--- src/rtl/mem_arb_pkg.sv ---
// rtl/mem_arb_pkg.sv - shared types and constants for the memory port arbiter
// Contents:
//   mem_sel_t    MemoryManager select encoding (weights / intermediate / I/O / illegal)
//   arb_state_t  arbiter mode: free round-robin or locked onto one requester
//   LOCK_TIMEOUT idle cycles of the lock owner before the lock is forcibly dropped
package mem_arb_pkg;

  typedef enum logic [1:0] {
    SEL_WEIGHTS = 2'b00,
    SEL_INTER   = 2'b01,
    SEL_IO      = 2'b10,
    SEL_ILLEGAL = 2'b11
  } mem_sel_t;

  typedef enum logic {
    ARB    = 1'b0,
    LOCKED = 1'b1
  } arb_state_t;

  localparam int LOCK_TIMEOUT = 16;
  localparam int LOCK_CNT_W   = $clog2(LOCK_TIMEOUT);

endpackage

--- src/rtl/rr_pick.sv ---
// rtl/rr_pick.sv - combinational round-robin selector
// Ports:
//   req    in  N   request vector
//   ptr    in  IW  index of the last winner; search starts at ptr+1 and wraps
//   grant  out N   one-hot grant (all zero when no request)
//   idx    out IW  index of the granted requester
//   any    out 1   at least one request present
module rr_pick #(
  parameter int N  = 3,
  parameter int IW = 2
) (
  input  logic [N-1:0]  req,
  input  logic [IW-1:0] ptr,
  output logic [N-1:0]  grant,
  output logic [IW-1:0] idx,
  output logic          any
);

  always_comb begin
    grant = '0;
    idx   = '0;
    any   = 1'b0;
    // i runs 1..N so the last winner is examined last.
    for (int i = 1; i <= N; i++) begin
      if (!any && req[(int'(ptr) + i) % N]) begin
        any                          = 1'b1;
        grant[(int'(ptr) + i) % N]   = 1'b1;
        idx                          = IW'((int'(ptr) + i) % N);
      end
    end
  end

endmodule

--- src/rtl/mem_port_arbiter.sv ---
// rtl/mem_port_arbiter.sv - round-robin arbiter sharing the single MemoryManager port
// Optional feature macro: MEM_ARB_LOCK_EN (adds req_lock and the LOCKED mode with watchdog).
// Ports:
//   clk, rst_n         clock, asynchronous active-low reset
//   req_valid/req_we   per-requester valid and write flag
//   req_sel/addr/wdata per-requester packed select (2b), address (AW), write data (DW)
//   req_lock           per-requester lock request (MEM_ARB_LOCK_EN only)
//   req_ready          one-hot grant, combinational; beat accepted on valid&&ready
//   rsp_valid/rsp_data one-hot read response and shared read data
//   mem_*              registered MemoryManager inputs, mem_data_out its read data
//   err_sel            sticky illegal-select / lock-watchdog error
module mem_port_arbiter
  import mem_arb_pkg::*;
#(
  parameter int N_REQ  = 3,
  parameter int AW     = 16,
  parameter int DW     = 16,
  parameter int RD_LAT = 1
) (
  input  logic                clk,
  input  logic                rst_n,
  input  logic [N_REQ-1:0]    req_valid,
  input  logic [N_REQ-1:0]    req_we,
  input  logic [2*N_REQ-1:0]  req_sel,
  input  logic [AW*N_REQ-1:0] req_addr,
  input  logic [DW*N_REQ-1:0] req_wdata,
`ifdef MEM_ARB_LOCK_EN
  input  logic [N_REQ-1:0]    req_lock,
`endif
  output logic [N_REQ-1:0]    req_ready,
  output logic [N_REQ-1:0]    rsp_valid,
  output logic [DW-1:0]       rsp_data,
  output logic [DW-1:0]       mem_data_in,
  output logic [AW-1:0]       mem_address,
  output logic                mem_write_enable,
  output logic [1:0]          mem_select,
  input  logic [DW-1:0]       mem_data_out,
  output logic                err_sel
);

  localparam int IW    = (N_REQ > 1) ? $clog2(N_REQ) : 1;
  // One stage for the mem_* register plus RD_LAT for the memory itself.
  localparam int DEPTH = 1 + RD_LAT;

  logic [IW-1:0]    rr_ptr;
  logic [N_REQ-1:0] eligible;
  logic [N_REQ-1:0] grant;
  logic [IW-1:0]    win_idx;
  logic             accept;
  mem_sel_t         win_sel;
  logic             win_we;
  logic             win_ill;
  logic [AW-1:0]    win_addr;
  logic [DW-1:0]    win_wdata;
  logic             wd_fire;

  logic [DEPTH-1:0]         pipe_vld;
  logic [DEPTH-1:0]         pipe_ill;
  logic [DEPTH-1:0][IW-1:0] pipe_idx;

  rr_pick #(.N(N_REQ), .IW(IW)) u_pick (
    .req   (eligible),
    .ptr   (rr_ptr),
    .grant (grant),
    .idx   (win_idx),
    .any   (accept)
  );

  // Ready only goes to valid requesters, so any grant is an accepted beat.
  assign req_ready = grant;
  assign win_sel   = mem_sel_t'(req_sel[2*win_idx +: 2]);
  assign win_we    = req_we[win_idx];
  assign win_addr  = req_addr[AW*win_idx +: AW];
  assign win_wdata = req_wdata[DW*win_idx +: DW];
  assign win_ill   = (win_sel == SEL_ILLEGAL);

`ifdef MEM_ARB_LOCK_EN
  arb_state_t            state;
  logic [IW-1:0]         lock_owner;
  logic [LOCK_CNT_W-1:0] wd_cnt;
  logic [N_REQ-1:0]      owner_mask;

  assign owner_mask = N_REQ'(1) << lock_owner;
  assign eligible   = ((state == LOCKED) ? (req_valid & owner_mask) : req_valid) & {N_REQ{rst_n}};
  // Fires on the LOCK_TIMEOUT-th consecutive idle cycle of the owner.
  assign wd_fire    = (state == LOCKED) && !req_valid[lock_owner] &&
                      (wd_cnt == LOCK_CNT_W'(LOCK_TIMEOUT - 1));

  always_ff @(posedge clk or negedge rst_n) begin
    if (!rst_n) begin
      state      <= ARB;
      lock_owner <= '0;
      wd_cnt     <= '0;
    end else begin
      case (state)
        ARB: begin
          if (accept && req_lock[win_idx]) begin
            state      <= LOCKED;
            lock_owner <= win_idx;
            wd_cnt     <= '0;
          end
        end
        LOCKED: begin
          if (accept) begin
            wd_cnt <= '0;
            if (!req_lock[win_idx]) state <= ARB;
          end else if (!req_valid[lock_owner]) begin
            if (wd_fire) begin
              state  <= ARB;
              wd_cnt <= '0;
            end else begin
              wd_cnt <= wd_cnt + 1'b1;
            end
          end else begin
            wd_cnt <= '0;
          end
        end
        default: state <= ARB;
      endcase
    end
  end
`else
  // Ready is held low while reset is asserted.
  assign eligible = req_valid & {N_REQ{rst_n}};
  assign wd_fire  = 1'b0;
`endif

  always_ff @(posedge clk or negedge rst_n) begin
    if (!rst_n) begin
      rr_ptr           <= IW'(N_REQ - 1);
      mem_write_enable <= 1'b0;
      mem_address      <= '0;
      mem_data_in      <= '0;
      mem_select       <= SEL_WEIGHTS;
      err_sel          <= 1'b0;
      pipe_vld         <= '0;
      pipe_ill         <= '0;
      pipe_idx         <= '0;
    end else begin
      mem_write_enable <= accept && win_we && !win_ill;
      if (accept) begin
        rr_ptr <= win_idx;
        // Illegal selects never reach the memory: address/select/data hold.
        if (!win_ill) begin
          mem_address <= win_addr;
          mem_data_in <= win_wdata;
          mem_select  <= win_sel;
        end
      end
      if ((accept && win_ill) || wd_fire) err_sel <= 1'b1;
      // Writes and idle cycles push an empty slot.
      pipe_vld <= {pipe_vld[DEPTH-2:0], accept && !win_we};
      pipe_ill <= {pipe_ill[DEPTH-2:0], accept && win_ill};
      pipe_idx <= {pipe_idx[DEPTH-2:0], win_idx};
    end
  end

  // Memory data lands in the same cycle the tag leaves the pipeline.
  always_comb begin
    rsp_valid = '0;
    rsp_data  = '0;
    if (pipe_vld[DEPTH-1]) begin
      rsp_valid[pipe_idx[DEPTH-1]] = 1'b1;
      rsp_data = pipe_ill[DEPTH-1] ? '0 : mem_data_out;
    end
  end

endmodule

--- config.mk ---
export PLATFORM = sky130hd
export DESIGN_NAME = mem_port_arbiter
export DESIGN_NICKNAME = d
export VERILOG_FILES = /design/src/rtl/mem_arb_pkg.sv /design/src/rtl/rr_pick.sv /design/src/rtl/mem_port_arbiter.sv
export SDC_FILE = /design/constraint.sdc
export NUM_CORES = 1
export LEC_CHECK = 0
export CORE_MARGIN = 4
export CORE_UTILIZATION = 34
export DETAILED_ROUTE_END_ITERATION = 10
export PLACE_DENSITY = 0.78
export SYNTH_ARGS = -nofsm -noshare
export SYNTH_HDL_FRONTEND = slang
export SYNTH_HIERARCHICAL = 1
export SYNTH_SLANG_ARGS = --single-unit
--- constraint.sdc ---
create_clock -name clk -period 2.76 [get_ports clk]
set_input_delay 0.552 -clock clk [delete_from_list [all_inputs] [get_ports clk]]
set_output_delay 0.552 -clock clk [all_outputs]
set_load 0.05 [all_outputs]
==> run_results.csv <==
group,metric,value,unit
routing,routed.top_layer,"met4",
routing,met1_length,3.58,mm
global_routing,overflow,0,
placement,portBuffers,183,
synthesis,synth_top_cell_by_area,"dfrtp_1",
timing,tns,0,ns
placement,gp_congestion,0.869,
setup_path,worstPathRequired,2.21,ns
synthesis,syn_avg_cell_area,10.7,um2
floorplanning,io_pins,184,
timing,finalCritPeriodShare,0.995,
cts,root_buffer,"clkbuf_8",
timing,rsz0062_at_grt,"yes",
routing,drc,0,
pwr,vdd_drop_max,0.000643,V
global_routing,antenna_found_initial,0,
setup_path,crit_arrival,2.19,ns
synthesis,synth-edff-count,0,
routing,viasPerCell,4.84,
global_routing,grt_pass1_wl,14.9,mm
synthesis,syn_nets,409,
timing,fmax,0.364,GHz
routing,vias,2880,
floorplanning,die_h,101,um
placement,hpwlAfterDp,7.52,mm
floorplanning,rows,33,
timing,fin_crit,2.75,ns
synthesis,synth_cell_type_count,39,
global_routing,grt_max_degree,47,
timing,setup_viol,0,
synthesis,netlist_instances,279,
cts,h-tree-depth,2,
cts,clock_latency,0.30,ns
synthesis,synth.top_cells.by_count,"dfrtp_1, mux2i_1, nand2_1, o21ai_0, mux2_4",
setup_path,critical_path.cell_chain,"inv_2 > ha_4 > buf_4 > nor2b_4 > nand2_1 > o21ai_1 > mux2_2 > buf_12",
setup_path,crit_type,"flop to primary output",
layout,fin_nets,619,
pwr,power_density,1310,mW/mm2
setup_path,end_kind,"primary output",
setup_path,path_max_fanout,4,
cts,cts_made_buffers,5,
synthesis,ys_warn_count,6,
layout,drive_above_1_share,0.259,
synthesis,ys_top_cells_by_area,"dfrtp_1, mux2_4, mux2i_1, o21ai_0, and2_1",
global_routing,grt_util_all_layers,0.184,
routing,wirelength,9.76,mm
synthesis,async_flop_share,1.00,
synthesis,synth-seq-cells,46,
synthesis,synth.most_common_cell,"dfrtp_1",
timing,relSlewSlack,0.551,
cts,clock_sinks,46,
cts,clk_path_buf_depth,2,
timing,tightest_slew,0.672,ns
setup_path,critPathMaxStageDelay,0.61,ns
floorplanning,die_area,0.0103,mm2
layout,syn2layout_area_growth,84.7,%
cts,clkTransAtPathRegs,0.08,ns
setup_path,slowest_stage,"dfstp_2",
timing,worst_slack,0.0131,ns
outcome,status,"complete, no violations",
routing,wl_met2,5.05,mm
job,max_cap_violations,0,
placement,dpl_cell_area,0.00508,mm2
pwr,power_leakage,2.34,nW
floorplanning,die_w,101,um
setup_path,cp-start-kind,"flop",
timing,slew_violations,0,
routing,wl_met3,950,um
hold_path,min_path_type,"flop to flop",
synthesis,ys_seq_area_frac,0.388,
cts,cts_tree,"yes",
timing,finClkSkew,0.0118,ns
floorplanning,floorplan.initialDensity,0.356,
floorplanning,coreArea,0.00834,mm2
synthesis,synth_flop_cell,"dfrtp_1",
synthesis,syn-cell-area,0.00297,mm2
synthesis,synth_top_area_share,0.379,
cts,cts-hold-fix-buffers,0,
layout,diodes,0,
layout,fillers,646,
timing,timing.final.hold_violations,0,
routing,antenna_left,0,
routing,wire_per_inst,16.4,um
routing,drtPass1Iterations,4,
routing,first_iter_violations,76,
global_routing,grt_pass1_vias,3074,
layout,design_area,0.00549,mm2
placement,pre_cts_slack,-0.436,ns
setup_path,r2r_slack,0.04,ns
## logic make-up (layout without fill, tap and decap cells)
logic type                 Yosys count  after routing  share of synthesized area
muxes                               72             72                      0.296
AOI/OAI and AO/OA                   56             56                      0.112
DFF                                 46             46                      0.388
adders and majority gates            4              4                     0.0168
buffers and inverters               25            236                     0.0488
and+or+nand+nor                     76             76                      0.139
## layout by cell type (no fill, tap or decap), types with 6 or more instances in the layout
| cell | Yosys | final |
|---|---|---|
| and2_1 | 21 | 18 |
| buf_12 | 0 | 12 |
| buf_4 | 1 | 42 |
| clkdlybuf4s50_1 | 0 | 161 |
| dfrtp_1 | 45 | 45 |
| inv_1 | 7 | 6 |
| mux2_2 | 6 | 6 |
| mux2_4 | 30 | 30 |
| mux2i_1 | 36 | 36 |
| nand2_1 | 34 | 34 |
| o21ai_0 | 33 | 32 |
## worst paths after layout
path	from	to	cells after the start
max	rr_ptr[1]	req_ready[0]	8
min	pipe_idx[1]	pipe_idx[3]	0
max reg2reg	rr_ptr[1]	mem_data_in[13]	11
min reg2reg	pipe_idx[1]	pipe_idx[3]	0
max in group asynchronous	rst_n	pipe_idx[1]	2
min in group asynchronous	rst_n	mem_data_in[14]	2
## layer usage
| layer | up-vias | global-route usage |
|---|---|---|
| met5 | - | 0 |
| met1 | 1325 | 0.203 |
| met3 | 14 | 0.0579 |
| li1 | 1392 | - |
| met4 | 0 | 0.0573 |
| met2 | 149 | 0.336 |
## state kept, by name, summed over array words and instances, names as in the netlist
register / flops
mem_data_in: 16
err_sel: 1
mem_write_enable: 1
pipe_ill: 2
pipe_idx: 4
pipe_vld: 2
mem_address: 16
rr_ptr: 2
mem_select: 2
## final cells by class
type	instances	area (um2)	share of cell area
repair buffers	221	2240	0.408
multi-input cells	208	1830	0.333
flip-flops and latches	46	1150	0.210
well taps	105	131	0.0239
clock buffers	5	68.8	0.0125
clock inverters	3	43.8	0.00798
inverters	7	26.3	0.00479
## power breakdown
group | switching, mW | internal [mW]
combinational | 2.77 | 2.67
sequential | 0.198 | 1.02
clock | 0.244 | 0.272
total | 3.21 | 3.96
## critical path, delay by kind of cell (launching register included)
family          cells  cell delay [ns]
compound gates      1             0.10
fa+ha+maj           1             0.19
flops               1             0.61
simple gates        2             0.22
buf+inv             3             0.39
mux                 1             0.38
## through the flow
stage,instances,power [mW],hold WS [ns],util
finish,595,7.17,0.356,0.658
CTS,589,7.02,0.358,0.645
detailed placement,575,6.09,0.338,0.609
floorplan,279,4.46,0.256,-
global placement,575,5.98,0.334,0.609
global route,595,7.54,0.367,0.658
## timing repair
item                                    in CTS  in global routing
pin swaps                                    9                  3
endpoints found under the setup margin      35                 38
gates resized for setup                     23                 13
buffers inserted                             5                  6
gates cloned                                 1                  1
Power figures use the tool's default switching activity.
